### src/rtl/bitstream_pkg.sv
// Shared types and constants for the bitstream read path.
package bitstream_pkg;

  localparam int DEF_MAX_BITS  = 32;
  localparam int FIFO_CAP_BITS = 65536;

  // Width of a field-length value able to hold 0..max_bits.
  function automatic int len_w(input int max_bits);
    return $clog2(max_bits + 1);
  endfunction

  typedef enum logic [1:0] {
    ST_IDLE = 2'd0,
    ST_READ = 2'd1,
    ST_DONE = 2'd2
  } rd_state_e;

endpackage

### src/rtl/bit_collector.sv
// Shift accumulator: packs incoming bits MSB-first, right-justified, and
// counts how many have arrived since the last clear.
module bit_collector
  import bitstream_pkg::*;
#(
  parameter int MAX_BITS = DEF_MAX_BITS,
  parameter int LEN_W    = len_w(MAX_BITS)
) (
  input  logic                clk,
  input  logic                srst,
  input  logic                i_clear,
  input  logic                i_bit,
  input  logic                i_bit_valid,
  output logic [MAX_BITS-1:0] o_value,
  output logic [LEN_W-1:0]    o_count
);

  logic [MAX_BITS-1:0] r_value;
  logic [LEN_W-1:0]    r_count;

  // Shift each valid bit in at the LSB; earlier bits move toward the MSB.
  always_ff @(posedge clk) begin
    if (srst || i_clear) begin
      r_value <= '0;
      r_count <= '0;
    end else if (i_bit_valid) begin
      r_value <= (r_value << 1) | MAX_BITS'(i_bit);
      r_count <= r_count + LEN_W'(1);
    end
  end

  assign o_value = r_value;
  assign o_count = r_count;

endmodule

### src/rtl/bit_reader_ctrl.sv
// Bitstream FIFO sequencer: gates upstream byte writes and serves
// variable-length field reads one bit per cycle to a single consumer.
module bit_reader_ctrl
  import bitstream_pkg::*;
#(
  parameter int          MAX_BITS   = DEF_MAX_BITS,
  parameter logic [15:0] FILL_LIMIT = 16'd65520,
  localparam int         LEN_W      = len_w(MAX_BITS)
) (
  input  logic                clk,
  input  logic                srst,
  input  logic [7:0]          in_data,
  input  logic                in_valid,
  output logic                in_ready,
  input  logic [LEN_W-1:0]    req_len,
  input  logic                req_valid,
  output logic                req_ready,
  output logic [MAX_BITS-1:0] out_data,
  output logic                out_valid,
  input  logic                out_ready,
  output logic [31:0]         bits_consumed,
  output logic [7:0]          fifo_din,
  output logic                fifo_wr_en,
  output logic                fifo_rd_en,
  input  logic                fifo_dout,
  input  logic                fifo_d_valid,
  input  logic [15:0]         fifo_dcount
);

  rd_state_e           r_state;
  logic [LEN_W-1:0]    r_len;
  logic [LEN_W-1:0]    r_issued;
  logic [31:0]         r_bits_consumed;

  logic [LEN_W-1:0]    w_len_clamp;
  logic                w_accept;
  logic                w_bit_valid;
  logic                w_last;
  logic [MAX_BITS-1:0] w_value;
  logic [LEN_W-1:0]    w_count;

  // Write side is purely combinational and independent of the read FSM;
  // the fill limit leaves room for one more byte below FIFO capacity.
  always_comb begin
    in_ready   = !srst && (fifo_dcount <= FILL_LIMIT);
    fifo_wr_en = in_valid && in_ready;
    fifo_din   = in_data;
  end

  // Read-side handshakes and the per-bit FIFO pop.
  always_comb begin
    w_len_clamp = (req_len > LEN_W'(MAX_BITS)) ? LEN_W'(MAX_BITS) : req_len;
    req_ready   = !srst && (r_state == ST_IDLE);
    w_accept    = req_ready && req_valid;
    // Never pop an empty FIFO; a mid-field underrun simply stalls here.
    fifo_rd_en  = !srst && (r_state == ST_READ) && (r_issued < r_len) &&
                  (fifo_dcount != 16'd0);
    w_bit_valid = (r_state == ST_READ) && fifo_d_valid;
    w_last      = w_bit_valid && ((w_count + LEN_W'(1)) == r_len);
    out_valid   = (r_state == ST_DONE);
    out_data    = w_value;
  end

  bit_collector #(
    .MAX_BITS (MAX_BITS),
    .LEN_W    (LEN_W)
  ) u_collector (
    .clk         (clk),
    .srst        (srst),
    .i_clear     (w_accept),
    .i_bit       (fifo_dout),
    .i_bit_valid (w_bit_valid),
    .o_value     (w_value),
    .o_count     (w_count)
  );

  // Field FSM: accept a request, issue/collect len bits, hold the result
  // until the consumer takes it, then account the delivered bits.
  always_ff @(posedge clk) begin
    if (srst) begin
      r_state         <= ST_IDLE;
      r_len           <= '0;
      r_issued        <= '0;
      r_bits_consumed <= '0;
    end else begin
      unique case (r_state)
        ST_IDLE: begin
          if (w_accept) begin
            r_len    <= w_len_clamp;
            r_issued <= '0;
            r_state  <= (w_len_clamp == '0) ? ST_DONE : ST_READ;
          end
        end
        ST_READ: begin
          if (fifo_rd_en) r_issued <= r_issued + LEN_W'(1);
          if (w_last)     r_state  <= ST_DONE;
        end
        ST_DONE: begin
          if (out_ready) begin
            r_bits_consumed <= r_bits_consumed + 32'(r_len);
            r_state         <= ST_IDLE;
          end
        end
        default: r_state <= ST_IDLE;
      endcase
    end
  end

  assign bits_consumed = r_bits_consumed;

endmodule
### config.mk
export PLATFORM = sky130hd
export DESIGN_NAME = bit_reader_ctrl
export DESIGN_NICKNAME = d
export VERILOG_FILES = /design/src/rtl/bitstream_pkg.sv /design/src/rtl/bit_collector.sv /design/src/rtl/bit_reader_ctrl.sv
export SDC_FILE = /design/constraint.sdc
export NUM_CORES = 1
export LEC_CHECK = 0
export ABC_CLOCK_PERIOD_IN_PS = 2950
export CAP_MARGIN = 25
export CORE_MARGIN = 1.5
export CORE_UTILIZATION = 48
export CTS_CLUSTER_SIZE = 30
export DETAILED_ROUTE_END_ITERATION = 6
export HOLD_SLACK_MARGIN = 0.06
export PLACE_DENSITY_LB_ADDON = 0.08
export SYNTH_ARGS = -nofsm -noshare
export SYNTH_HDL_FRONTEND = slang
export SYNTH_SLANG_ARGS = --single-unit
### constraint.sdc
create_clock -name clk -period 2.95 [get_ports clk]
set_input_delay 0.885 -clock clk [delete_from_list [all_inputs] [get_ports clk]]
set_output_delay 0.885 -clock clk [all_outputs]
set_load 0.01 [all_outputs]
==> flow_metrics.env, run 1 <==
export IMPL_status="finished clean"
export IMPL_ant_nets=0
export IMPL_ys_seq_area_frac=0.427
export IMPL_ir_worst_vdd_mv=0.269
export IMPL_cts_root_buf="clkbuf_8"
export IMPL_p_switching_w=0.000581
export IMPL_initial_core_util=0.502
export IMPL_clock_sinks=84
export IMPL_grt_pass1_wl_um=16200
export IMPL_clkPwrFrac=0.373
export IMPL_cap_viol_max_count=0
export IMPL_avgSynthCellArea_um2=8.39
export IMPL_rsz0062_at_grt="no"
export IMPL_grt_max_degree=39
export IMPL_critPathKind="in -> out"
export IMPL_drive_above_1_share=0.0803
export IMPL_yosys_warnings=0
export IMPL_ios=114
export IMPL_coreArea_um2=7850
export IMPL_dp_hpwl_um=6890
export IMPL_final_cell_mix="nand2_1 (93), dfxtp_1 (84), clkdlybuf4s50_1 (77), a21oi_1 (51), nor2_1 (48)"
export IMPL_internal_power_w=0.00165
export IMPL_numCtsBuffers=9
export IMPL_slew_violations=0
export IMPL_num_rows=32
export IMPL_relSlewSlack=0.569
export IMPL_post_route_min_period_ps=2840
export IMPL_final_common_cell="nand2_1"
export IMPL_clk_latency_ps=350
export IMPL_postSynthCellCount=470
export IMPL_post_route_drc_count=0
export IMPL_async_flop_share=0
export IMPL_dieArea_um2=8760
export IMPL_dieHeight_um=93.6
export IMPL_p_leak_nw=2.03
export IMPL_num_vias=3558
export IMPL_ys_ff_latch=84
export IMPL_grt_pass1_vias=3541
export IMPL_grt_use_total=0.232
export IMPL_p_sw_frac=0.261
export IMPL_h_tree_depth=3
export IMPL_pwr_share_comb=0.103
export IMPL_setup_viol=0
export IMPL_syn_cell_area_um2=3940
export IMPL_ys_flop_type="dfxtp_1"
export IMPL_fin_skew_ps=6.22
export IMPL_path_max_fanout=4
export IMPL_path_clk_slew_ps=80
export IMPL_hp_class="reg -> reg"
export IMPL_viasPerCell=5.27
export IMPL_syn_num_nets=521
export IMPL_gp_congestion=0.804
export IMPL_end_kind="output port"
export IMPL_firstDrtPassIters=4
export IMPL_hold_viol=0
export IMPL_area_growth_pct=34.2
export IMPL_postCtsHoldBufs=0
export IMPL_insertedDiodeCount=0
export IMPL_preCtsSetupSlack_ps=-533
export IMPL_period_share=0.962
export IMPL_cts_buffer_depth=2
export IMPL_cp_start_kind="primary input"
export IMPL_required_ps=2070
export IMPL_yosysUniqueCellTypes=47
export IMPL_cts_setup_buffers=0
export IMPL_place_inst=659
export IMPL_drt_iter0_drc=188
export IMPL_cts_tree="done"
export IMPL_antenna_found_initial=0
export IMPL_setup_ws_ps=111
export IMPL_wl_um=9630
export IMPL_p_seq_frac=0.523
export IMPL_power_density_nw_per_um2=421
export IMPL_fmax_mhz=352
export IMPL_arrival_ps=1950
export IMPL_die_x_um=93.6
export IMPL_portBuffers=97
export IMPL_fin_nets=619
export IMPL_fillCellCount=669
export IMPL_worst_pin_slew_ps=643
export IMPL_layout_cells_non_filler=675
export IMPL_wl_per_cell_um=14.3
export IMPL_grt_overflow=0
export IMPL_synth_edf_count=0
==> worst max-delay path, stage by stage <==
cell             delay [ps]
clkdlybuf4s50_1         480
nor2b_1                 210
o2111a_1                250
buf_2                   140
==> metrics by stage <==
step	utilization	setup TNS (ps)	instance area, µm²	power, W	hold WS [ps]
floorplan	-	0	3940	0.00132	449
global placement	0.643	-1460	5050	0.00142	442
detailed placement	0.643	-1640	5050	0.00142	461
CTS	0.670	-249	5260	0.00226	474
global route	0.674	0	5290	0.00233	492
finish	0.674	0	5290	0.00223	473
==> registers in the layout, indices dropped and copies added, names as in the netlist <==
signal,count
bits_consumed,32
r_issued,6
r_len,6
r_state,2
u_collector.o_count,6
u_collector.o_value,32
==> cells in the mapped netlist (all sizes together) (4+ instances only) <==
cell | number | area share
nand2 | 93 | 0.089
dfxtp | 84 | 0.43
a21oi | 52 | 0.067
nor2 | 48 | 0.046
xor2 | 24 | 0.053
nand3 | 16 | 0.023
xnor2 | 16 | 0.036
clkbuf | 14 | 0.013
buf | 13 | 0.021
ha | 13 | 0.041
nand4 | 11 | 0.019
inv | 9 | 0.0086
mux2i | 8 | 0.020
nand2b | 6 | 0.0095
nor3 | 6 | 0.010
o21ai | 6 | 0.0076
a211oi | 5 | 0.0095
a21o | 5 | 0.0095
nor4 | 5 | 0.0079
and2 | 4 | 0.0063
and3 | 4 | 0.0063
or3 | 4 | 0.0076
==> kinds of logic after synthesis <==
group | after synthesis | share of synthesized area
XOR/XNOR | 40 | 0.0889
AND/OR/NAND/NOR | 211 | 0.257
flip-flops | 84 | 0.427
multiplexers | 8 | 0.0203
AO/OA/AOI/OAI | 77 | 0.119
adder cells (fa/ha/maj) | 14 | 0.0464
buffers and inverters | 36 | 0.0425
==> worst paths after layout <==
check / depth (start not counted) / slack [ps] / start / end
max: 4 / 110 / srst / fifo_rd_en
min: 2 / 470 / u_collector.o_value[10] / u_collector.o_value[10]
max reg2reg: 10 / 390 / r_len[0] / bits_consumed[18]
min reg2reg: 2 / 470 / u_collector.o_value[10] / u_collector.o_value[10]
==> power groups by stage <==
stage,Combinational [W],Sequential (W),Clock [W]
2_1_floorplan,0.000133,0.00119,0
3_3_place_gp,0.000230,0.00119,0
3_5_place_dp,0.000234,0.00119,0
4_1_cts,0.000232,0.00116,0.000860
5_1_grt,0.000253,0.00117,0.000905
6_report,0.000230,0.00117,0.000831
==> area by class of cell <==
class                           instances  area [µm²]  share of cell area
Clock buffer                            9         124              0.0234
Clock inverter                          7        75.1              0.0142
Inverter                                9        33.8             0.00639
Multi-Input combinational cell        350        2120               0.401
Sequential cell                        84        1680               0.318
Tap cell                              102         128              0.0241
Timing Repair Buffer                  114        1130               0.213
==> per-layer routing <==
metal | part of all wire | global-route usage
met2 | 0.51 | 0.407
met5 | 0 | 0
met3 | 0.036 | 0.0537
met4 | 0.014 | 0.0796
met1 | 0.44 | 0.278
==> repair_timing <==
item | in CTS | in global routing
pin swaps | 4 | 7
endpoints found under the setup margin | 4 | 4
gates resized for setup | 15 | 16
Power figures use the tool's default switching activity.
==> run 2: changes to the inputs <==
Settings changed: PLACE_DENSITY from default to 0.89, PLACE_DENSITY_LB_ADDON 0.08 to default.
==> run 2 against run 1 <==
Non-clock buffer count increased by 1. Design area decreased by 0.33%. Hold slack got worse by 7.5 ps. Core utilization decreased by 0.22 points. Clock power decreased by 1%. Maximum frequency decreased by 1.7%. Clock skew increased by 1.5 ps. Sequential cell count unchanged. Critical endpoint unchanged. Largest cell class unchanged. Highest routed layer unchanged.
==> flow_metrics.env, run 2 (synthesis gave the netlist of run 1 again) <==
export IMPL_coreArea_um2=7850
export IMPL_slowest_delay_ps=310
export IMPL_cp_start_kind="primary input"
export IMPL_arrival_ps=2000
export IMPL_ir_worst_vdd_mv=0.289
export IMPL_multi_input_area_um2=2130
export IMPL_ios=114
export IMPL_path_max_fanout=2
export IMPL_seq_area_um2=1680
export IMPL_fin_nets=620
export IMPL_num_vias=3545
export IMPL_rsz0062_at_grt="no"
export IMPL_fillCellCount=644
export IMPL_firstDrtPassIters=4
export IMPL_clkPwrFrac=0.372
export IMPL_period_share=0.979
export IMPL_wl_um=9600
export IMPL_p_switching_w=0.000573
export IMPL_dieArea_um2=8760
export IMPL_status="finished clean"
export IMPL_clk_latency_ps=350
export IMPL_preCtsSetupSlack_ps=-525
export IMPL_setup_tns_ps=0
export IMPL_internal_power_w=0.00164
export IMPL_die_x_um=93.6
export IMPL_viasPerCell=5.24
export IMPL_cts_root_buf="clkbuf_8"
export IMPL_critPathKind="in -> out"
export IMPL_drt_iter0_drc=229
export IMPL_insertedDiodeCount=0
export IMPL_antenna_found_initial=0
export IMPL_cts_buffer_depth=2
export IMPL_path_clk_slew_ps=90
export IMPL_end_kind="output port"
export IMPL_dp_hpwl_um=6830
export IMPL_critical_path_cell_chain="dlygate4sd2_1 > nor4_4 > buf_4 > nand4_1 > o2111a_1 > buf_2"
export IMPL_p_seq_frac=0.526
export IMPL_post_route_min_period_ps=2890
export IMPL_grt_pass1_wl_um=15600
export IMPL_area_growth_pct=33.7
export IMPL_grt_use_total=0.224
export IMPL_h_tree_depth=3
export IMPL_drive_above_1_share=0.0871
export IMPL_worst_pin_slew_ps=584
export IMPL_p_leak_nw=1.96
export IMPL_setup_ws_ps=63.0
export IMPL_power_density_nw_per_um2=420
export IMPL_portBuffers=97
export IMPL_pwr_share_comb=0.103
export IMPL_final_cell_mix="nand2_1 (93), dfxtp_1 (84), clkdlybuf4s50_1 (77), a21oi_1 (51), nor2_1 (48)"
export IMPL_dieHeight_um=93.6
export IMPL_r2r_end="bits_consumed[18]"
export IMPL_required_ps=2070
export IMPL_grt_max_degree=39
export IMPL_min_from="u_collector.o_value[31]"
export IMPL_grt_pass1_vias=3415
export IMPL_p_sw_frac=0.259
export IMPL_hp_class="reg -> reg"
export IMPL_ant_nets=0
export IMPL_initial_core_util=0.502
export IMPL_ff2ff_setup_slack_ps=360
export IMPL_setup_viol=0
export IMPL_fmax_mhz=346
export IMPL_postCtsHoldBufs=0
export IMPL_reg2reg_from="r_len[0]"
export IMPL_final_common_cell="nand2_1"
export IMPL_slew_violations=0
export IMPL_wl_per_cell_um=14.2
export IMPL_fin_skew_ps=7.68
export IMPL_relSlewSlack=0.608
export IMPL_holdWs_ps=465
export IMPL_hold_viol=0
export IMPL_r2r_cells=10
export IMPL_clock_sinks=84
export IMPL_num_rows=32
export IMPL_post_route_drc_count=0
export IMPL_cts_tree="done"
export IMPL_critPathSlowestCell="nor4_4"
export IMPL_whs_path_depth=2
export IMPL_gp_congestion=0.791
export IMPL_cap_viol_max_count=0
export IMPL_min_to="u_collector.o_value[31]"
export IMPL_grt_overflow=0
export IMPL_numCtsBuffers=9
run 2: layer usage:
layer / vias up / share of wire / track usage
met1: 1668 / 0.42 / 0.269
met4: 0 / 0.0084 / 0.0846
met2: 91 / 0.51 / 0.385
li1: 1778 / - / -
met5: - / 0 / 0
met3: 8 / 0.055 / 0.0553
run 2: final cells by class:
class	count	share of cell area
Clock buffer	9	0.0235
Inverter	9	0.00641
Multi-Input combinational cell	350	0.404
Sequential cell	84	0.319
Tap cell	102	0.0242
Clock inverter	7	0.0145
Timing Repair Buffer	115	0.208
run 2: stage by stage:
step / instance area, µm² / instances / util / power (W)
floorplan: 3940 / 470 / - / 0.00132
global placement: 5040 / 658 / 0.642 / 0.00141
detailed placement: 5040 / 658 / 0.642 / 0.00142
CTS: 5240 / 676 / 0.668 / 0.00224
global route: 5270 / 676 / 0.672 / 0.00232
finish: 5270 / 676 / 0.672 / 0.00221
run 2: worst max-delay path: cells and delay by family:
| family | cells | cell delay (ps) |
|---|---|---|
| AND/OR/NAND/NOR | 2 | 390 |
| AO/OA/AOI/OAI | 1 | 170 |
| buffers and inverters | 3 | 560 |
run 2: worst max path at each step:
stage | startpoint | end | cells past startpoint
after floorplan | fifo_dcount[1] | fifo_wr_en | 4
final | fifo_dcount[2] | fifo_rd_en | 6
after global routing | fifo_dcount[2] | fifo_rd_en | 6
after detailed placement | fifo_dcount[1] | fifo_wr_en | 6
after CTS | fifo_dcount[14] | fifo_wr_en | 6
after global placement | fifo_dcount[1] | fifo_wr_en | 6
run 2: power groups by stage:
stage / clock network, W / logic [W] / registers (W)
after floorplan: 0 / 0.000133 / 0.00119
after global placement: 0 / 0.000221 / 0.00119
after detailed placement: 0 / 0.000227 / 0.00119
after CTS: 0.000848 / 0.000224 / 0.00116
final: 0.000823 / 0.000227 / 0.00116
after global routing: 0.000900 / 0.000248 / 0.00117
run 2: what timing repair did:
| action | CTS | global route |
|---|---|---|
| endpoints found under the setup margin | 4 | 3 |
| setup buffers | 2 | 0 |
| pin swaps | 4 | 3 |
| resized for setup | 28 | 7 |
